<file path="src/rtl/cpu_pkg.sv">
// Shared definitions for the multi-cycle core controller.
// phase_t enumerates every sequencer phase; encodings are fixed and visible on the phase port.
package cpu_pkg;

    typedef enum logic [4:0] {
        STARTUP   = 5'd0,
        BOOT_REQ  = 5'd1,
        BOOT_SIZE = 5'd2,
        BOOT_DATA = 5'd3,
        BOOT_ACK  = 5'd4,
        INIT      = 5'd5,
        IF        = 5'd6,
        IF_ID     = 5'd7,
        ID        = 5'd8,
        ID_EX     = 5'd9,
        EX        = 5'd10,
        EX_MEM    = 5'd11,
        MEM       = 5'd12,
        MEM_WB    = 5'd13,
        WB        = 5'd14,
        WB_IF     = 5'd15,
        HALT      = 5'd16
    } phase_t;

    // Run-loop phases are the only ones that honour stall.
    function automatic logic is_run_phase(input phase_t p);
        return (p >= IF) && (p <= WB_IF);
    endfunction

endpackage

</file>
<file path="src/rtl/phase_wait_timer.sv">
// Loadable down-counter that saturates at zero; shared by the EX and MEM wait states.
// load wins over hold; zero reflects the registered count.
module phase_wait_timer #(
    parameter int WAIT_W = 4
) (
    input  logic              clk,
    input  logic              reset,
    input  logic              load,
    input  logic [WAIT_W-1:0] load_val,
    input  logic              hold,
    output logic              zero
);

    logic [WAIT_W-1:0] count_reg;
    logic [WAIT_W-1:0] count_next;

    always_comb begin
        count_next = count_reg;
        if (load) begin
            count_next = load_val;
        end else if (!hold && (count_reg != '0)) begin
            count_next = count_reg - WAIT_W'(1);
        end
    end

    always_ff @(posedge clk or posedge reset) begin
        if (reset) begin
            count_reg <= '0;
        end else begin
            count_reg <= count_next;
        end
    end

    assign zero = (count_reg == '0);

endmodule

</file>
<file path="src/rtl/stage_sequencer.sv">
// Phase sequencer for the non-pipelined core: program-load handshake, then IF..WB_IF per
// instruction with one-cycle write strobes, EX/MEM wait states, stall, halt and instret.
module stage_sequencer
    import cpu_pkg::*;
#(
    parameter int EX_WAIT_CYCLES  = 0,
    parameter int MEM_WAIT_CYCLES = 2,
    parameter int WAIT_W          = 4,
    parameter int BOOT_ENABLE     = 1,
    parameter int CNT_W           = 32
) (
    input  logic             clk,
    input  logic             reset,
    input  logic             stall,
    input  logic             ex_busy,
    input  logic             halt,
    input  logic             size_fetch_done,
    input  logic             data_fetch_done,
    output logic             tx_0x99,
    output logic             size_we,
    output logic             prog_we,
    output logic             tx_0xAA,
    output logic             stdin_we,
    output logic             wb_if_we,
    output logic             if_id_we,
    output logic             id_ex_we,
    output logic             ex_mem_we,
    output logic             mem_wb_we,
    output logic             ram_we,
    output logic             reg_we,
    output logic             pipe_rst,
    output logic [4:0]       phase,
    output logic [CNT_W-1:0] instret
);

    localparam logic [WAIT_W-1:0] EX_LOAD  = WAIT_W'(EX_WAIT_CYCLES);
    localparam logic [WAIT_W-1:0] MEM_LOAD = WAIT_W'(MEM_WAIT_CYCLES);

    phase_t            phase_reg;
    phase_t            phase_next;
    logic [CNT_W-1:0]  instret_reg;
    logic [CNT_W-1:0]  instret_next;
    logic              stall_eff;
    logic              timer_load;
    logic [WAIT_W-1:0] timer_val;
    logic              timer_hold;
    logic              timer_zero;

    assign stall_eff = stall && is_run_phase(phase_reg);

    // The counter only moves while sitting unstalled in EX or MEM.
    assign timer_hold = stall_eff || !((phase_reg == EX) || (phase_reg == MEM));

    phase_wait_timer #(
        .WAIT_W (WAIT_W)
    ) u_wait_timer (
        .clk      (clk),
        .reset    (reset),
        .load     (timer_load),
        .load_val (timer_val),
        .hold     (timer_hold),
        .zero     (timer_zero)
    );

    always_comb begin
        phase_next   = phase_reg;
        instret_next = instret_reg;
        timer_load   = 1'b0;
        timer_val    = EX_LOAD;
        case (phase_reg)
            STARTUP:   phase_next = (BOOT_ENABLE != 0) ? BOOT_REQ : INIT;
            BOOT_REQ:  phase_next = BOOT_SIZE;
            BOOT_SIZE: if (size_fetch_done) phase_next = BOOT_DATA;
            BOOT_DATA: if (data_fetch_done) phase_next = BOOT_ACK;
            BOOT_ACK:  phase_next = INIT;
            INIT:      phase_next = IF;
            IF:        if (!stall_eff) phase_next = IF_ID;
            IF_ID:     if (!stall_eff) phase_next = ID;
            ID:        if (!stall_eff) phase_next = ID_EX;
            ID_EX: begin
                if (!stall_eff) begin
                    phase_next = EX;
                    timer_load = 1'b1;
                    timer_val  = EX_LOAD;
                end
            end
            EX:        if (!stall_eff && timer_zero && !ex_busy) phase_next = EX_MEM;
            EX_MEM: begin
                if (!stall_eff) begin
                    phase_next = MEM;
                    timer_load = 1'b1;
                    timer_val  = MEM_LOAD;
                end
            end
            MEM:       if (!stall_eff && timer_zero) phase_next = MEM_WB;
            MEM_WB:    if (!stall_eff) phase_next = WB;
            WB: begin
                if (!stall_eff) begin
                    if (halt) begin
                        phase_next   = HALT;
                        instret_next = instret_reg + CNT_W'(1);
                    end else begin
                        phase_next = WB_IF;
                    end
                end
            end
            WB_IF: begin
                if (!stall_eff) begin
                    phase_next   = IF;
                    instret_next = instret_reg + CNT_W'(1);
                end
            end
            HALT:      phase_next = HALT;
            default:   phase_next = STARTUP;
        endcase
    end

    always_ff @(posedge clk or posedge reset) begin
        if (reset) begin
            phase_reg   <= STARTUP;
            instret_reg <= '0;
        end else begin
            phase_reg   <= phase_next;
            instret_reg <= instret_next;
        end
    end

    assign tx_0x99  = (phase_reg == BOOT_REQ);
    assign size_we  = (phase_reg == BOOT_SIZE);
    assign prog_we  = (phase_reg == BOOT_DATA);
    assign tx_0xAA  = (phase_reg == BOOT_ACK);
    assign stdin_we = (phase_reg >= BOOT_ACK) && (phase_reg != HALT);
    assign pipe_rst = (phase_reg == STARTUP) || (phase_reg == INIT);

    // Run-loop strobes are the only outputs with a combinational input path (stall).
    assign if_id_we  = (phase_reg == IF_ID)  && !stall;
    assign id_ex_we  = (phase_reg == ID_EX)  && !stall;
    assign ex_mem_we = (phase_reg == EX_MEM) && !stall;
    assign mem_wb_we = (phase_reg == MEM_WB) && !stall;
    assign ram_we    = (phase_reg == MEM) && timer_zero && !stall;
    assign reg_we    = (phase_reg == WB)     && !stall;
    assign wb_if_we  = (phase_reg == WB_IF)  && !stall;

    assign phase   = phase_reg;
    assign instret = instret_reg;

endmodule

</file>
<file path="config.mk">
export PLATFORM = sky130hd
export DESIGN_NAME = stage_sequencer
export DESIGN_NICKNAME = d
export VERILOG_FILES = /design/src/rtl/cpu_pkg.sv /design/src/rtl/phase_wait_timer.sv /design/src/rtl/stage_sequencer.sv
export SDC_FILE = /design/constraint.sdc
export NUM_CORES = 1
export LEC_CHECK = 0
export CAP_MARGIN = 25
export CORE_ASPECT_RATIO = 0.6
export CORE_MARGIN = 1
export CORE_UTILIZATION = 40
export CTS_BUF_LIST = sky130_fd_sc_hd__clkbuf_4 sky130_fd_sc_hd__clkbuf_8 sky130_fd_sc_hd__clkbuf_16
export DETAILED_ROUTE_END_ITERATION = 7
export MAX_ROUTING_LAYER = met4
export PLACE_DENSITY = 0.76
export REMOVE_ABC_BUFFERS = 1
export SKIP_LAST_GASP = 1
export SYNTH_ARGS = -nofsm -noshare
export SYNTH_HDL_FRONTEND = slang
export SYNTH_SLANG_ARGS = --single-unit
</file>
<file path="constraint.sdc">
create_clock -name clk -period 3.8 [get_ports clk]
set_input_delay 0.76 -clock clk [delete_from_list [all_inputs] [get_ports clk]]
set_output_delay 0.76 -clock clk [all_outputs]
set_load 0.1 [all_outputs]
</file>
==> impl_results.md <==
- DR vias: 1861
- Setup TNS: 0 ns
- Antenna violations before repair: 0
- Worst EP required: 3.04 ns
- H-tree depth: 2
- Met2 Wirelength: 2150 µm
- CTS tree: built
- Post-CTS Resized: 0
- Layout cells sized above 1: 12.3%
- M1 WL: 2830 µm
- Area grow syn2layout: 33.0%
- EDFF count, synth: 0
- Synth async-reset ratio: 100%
- Max Slew Vio Count: 0
- Clock latency on the worst-skew pair: 0.29 ns
- Final GP Congestion: 0.826
- IO Pins: 57
- Met3 WL: 278 µm
- Tcrit/Tclk final: 82.5%
- Min Hold Slack: 0.499 ns
- Critical Path Source: stall
- Diode count: 0
- Max_slew headroom: 33.6%
- Post-Route WL: 5270 µm
- Sequential Power Share: 32.2%
- Int Power: 940 µW
- Largest net degree at the start of global routing: 42
- Die X: 98.6 µm
- Gr ovfl total: 0
- Number of core rows: 20
- Post-DR vias/cell: 5.30
- Top Metal Used: met4
- Final hold vios: 0
- Final HPWL DP: 3890 µm
- End of the critical path: id_ex_we
- Die ar.: 5910 µm²
- Internal reg-to-reg setup slack: 1.49 ns
- Initial DRC count: 108
- RSZ-0062 raised after global routing: false
- Reg2reg end: instret[24]
- Post-Syn Area per Cell: 9.78 µm²
- Post-CTS setup buffers: 0
- Syn Inst Count: 229
- First-pass iteration count of the detailed router: 4
- Primary FF master, synth: dfrtp_1
- Crit path time final: 3.14 ns
- Highest clock rate: 319 MHz
- Worst EP arrival: 2.38 ns
- Critical path launch point type: primary input
- Starting Density: 42.8%
- Power per Cell Area: 677 nW/µm²
- Worst-Margin Slew: 0.992 ns
- WL per Instance: 15.0 µm
- Final Setup Violations: 0
- Core area: 5230 µm²
- Clk pwr share: 14.6%
- Maximum VDD drop: 0.000749 V
- Net Sw Frac: 53.4%
- Port Buffers: 56
- Synth cell types: 46
- Gr usage total: 19.8%
- Pleak: 1.28 nW
- Kind of critical path: in -> out
- Yosys warnings: 0
- Synth Register Bits: 41
- Logic pwr share: 53.2%
- First-pass GRT wire length: 8630 µm
- DRC errors left: 0
- Net Sw Power: 1.08 mW
- Critical path peak fanout: 8
- Reg2reg start: phase[3]
- DRT antenna net count: 0
- CTS Buf Count: 5
- Clock sink total: 41
- R2R cell count: 5
- Final Util: 56.9%
- Worst setup EP type: output pin
- Worst hold path type: reg -> reg
- Max reg flops: 32
- Die Y-Extent: 60.0 µm
- Mapped Area: 2240 µm²
- Worst Skew: 0.00795 ns
- # hold bufs at CTS: 0
- Seq/Total Area, Yosys: 45.8%
- Status: complete, no violations
- CTS Buffer Depth: 2
- Vias in the first global route: 1683
- Max-Cap Viols: 0
- Nets@finish: 295
- Clk slew on worst S/H paths: 0.07 ns
- Root Driver: clkbuf_8
==> stage by stage <==
| stage | setup WS (ns) | cells | area (µm²) | power (mW) |
|---|---|---|---|---|
| after detailed placement | 0.675 | 344 | 2890 | 1.73 |
| final | 0.663 | 351 | 2980 | 2.02 |
| after floorplan | -1.28 | 221 | 2210 | 1.47 |
| after CTS | 0.674 | 351 | 2980 | 2.02 |
| after global placement | 0.680 | 344 | 2890 | 1.71 |
| after global routing | 0.531 | 351 | 2980 | 2.12 |
==> cell type report <==
type / instances / area [µm²]
Fill cell: 454 / 2250
Multi-Input combinational cell: 174 / 1160
Sequential cell: 41 / 1030
Timing Repair Buffer: 57 / 598
Clock buffer: 7 / 90.1
Tap cell: 66 / 82.6
Inverter: 6 / 22.5
==> power by group through the flow <==
| stage | logic [mW] | registers (mW) | clock network [mW] |
|---|---|---|---|
| finish | 1.07 | 0.650 | 0.294 |
| global route | 1.14 | 0.664 | 0.321 |
| CTS | 1.07 | 0.646 | 0.298 |
| detailed placement | 1.07 | 0.656 | 0 |
| global placement | 1.06 | 0.650 | 0 |
| floorplan | 0.594 | 0.873 | 0 |
==> worst min-delay path by stage <==
stage / slack [ns] / to / start / depth (start not counted)
after CTS: 0.50 / instret[25] / instret[25] / 1
after global routing: 0.52 / instret[29] / instret[29] / 1
final: 0.50 / instret[31] / instret[31] / 1
after global placement: 0.47 / instret[31] / instret[31] / 1
after detailed placement: 0.49 / instret[7] / instret[7] / 1
after floorplan: 0.50 / u_wait_timer.count_reg[3] / u_wait_timer.count_reg[3] / 2
==> cell usage after synthesis (3+ instances only) <==
library cell / count / area, µm²
a21oi_1: 5 / 25.0
and2_1: 3 / 18.8
and3_1: 4 / 25.0
buf_1: 4 / 15.0
dfrtp_1: 41 / 1030
ha_1: 3 / 37.5
inv_1: 5 / 18.8
nand2_1: 24 / 90.1
nand2b_1: 6 / 37.5
nand3_1: 15 / 75.1
nand4_1: 9 / 56.3
nor2_1: 15 / 56.3
nor3_1: 11 / 55.1
nor4_1: 5 / 31.3
o21ai_0: 7 / 35.0
xnor2_1: 24 / 210
xor2_1: 12 / 105
==> cells in the final DEF (no fill, tap or decap), drive strengths merged, types with 2 or more instances in the layout <==
cell type	Yosys	final
a21oi	5	5
and2	3	3
and3	4	4
and4	2	2
buf	6	19
clkbuf	2	7
clkdlybuf4s50	0	38
dfrtp	41	41
ha	3	3
inv	5	5
mux2i	2	2
nand2	25	25
nand2b	6	6
nand3	15	15
nand4	9	9
nor2	15	15
nor3	13	13
nor4	8	8
o21ai	7	7
o31ai	2	2
or3b	2	2
xnor2	24	24
xor2	12	12
==> layer usage <==
metal,vias up,track usage [%]
li1,915,-
met1,894,30.3
met2,48,26.7
met3,4,4.21
met4,0,3.84
met5,-,-
==> critical path, stage by stage <==
cell and delay, ns:
clkdlybuf4s50_1 0.55, nor3b_4 0.36, nand2_1 0.17, nor3_1 0.31, buf_12 0.22
==> cells by family (layout without fill, tap and decap cells) <==
logic type | count (synthesis) | after routing | synth area share (%)
fa+ha+maj | 3 | 3 | 1.68
buf+inv | 14 | 70 | 2.46
compound gates | 25 | 25 | 7.43
xor+xnor | 36 | 36 | 14.1
mux | 3 | 3 | 1.40
flops | 41 | 41 | 45.8
simple gates | 107 | 107 | 27.2
(Power assumes the default switching activity.)
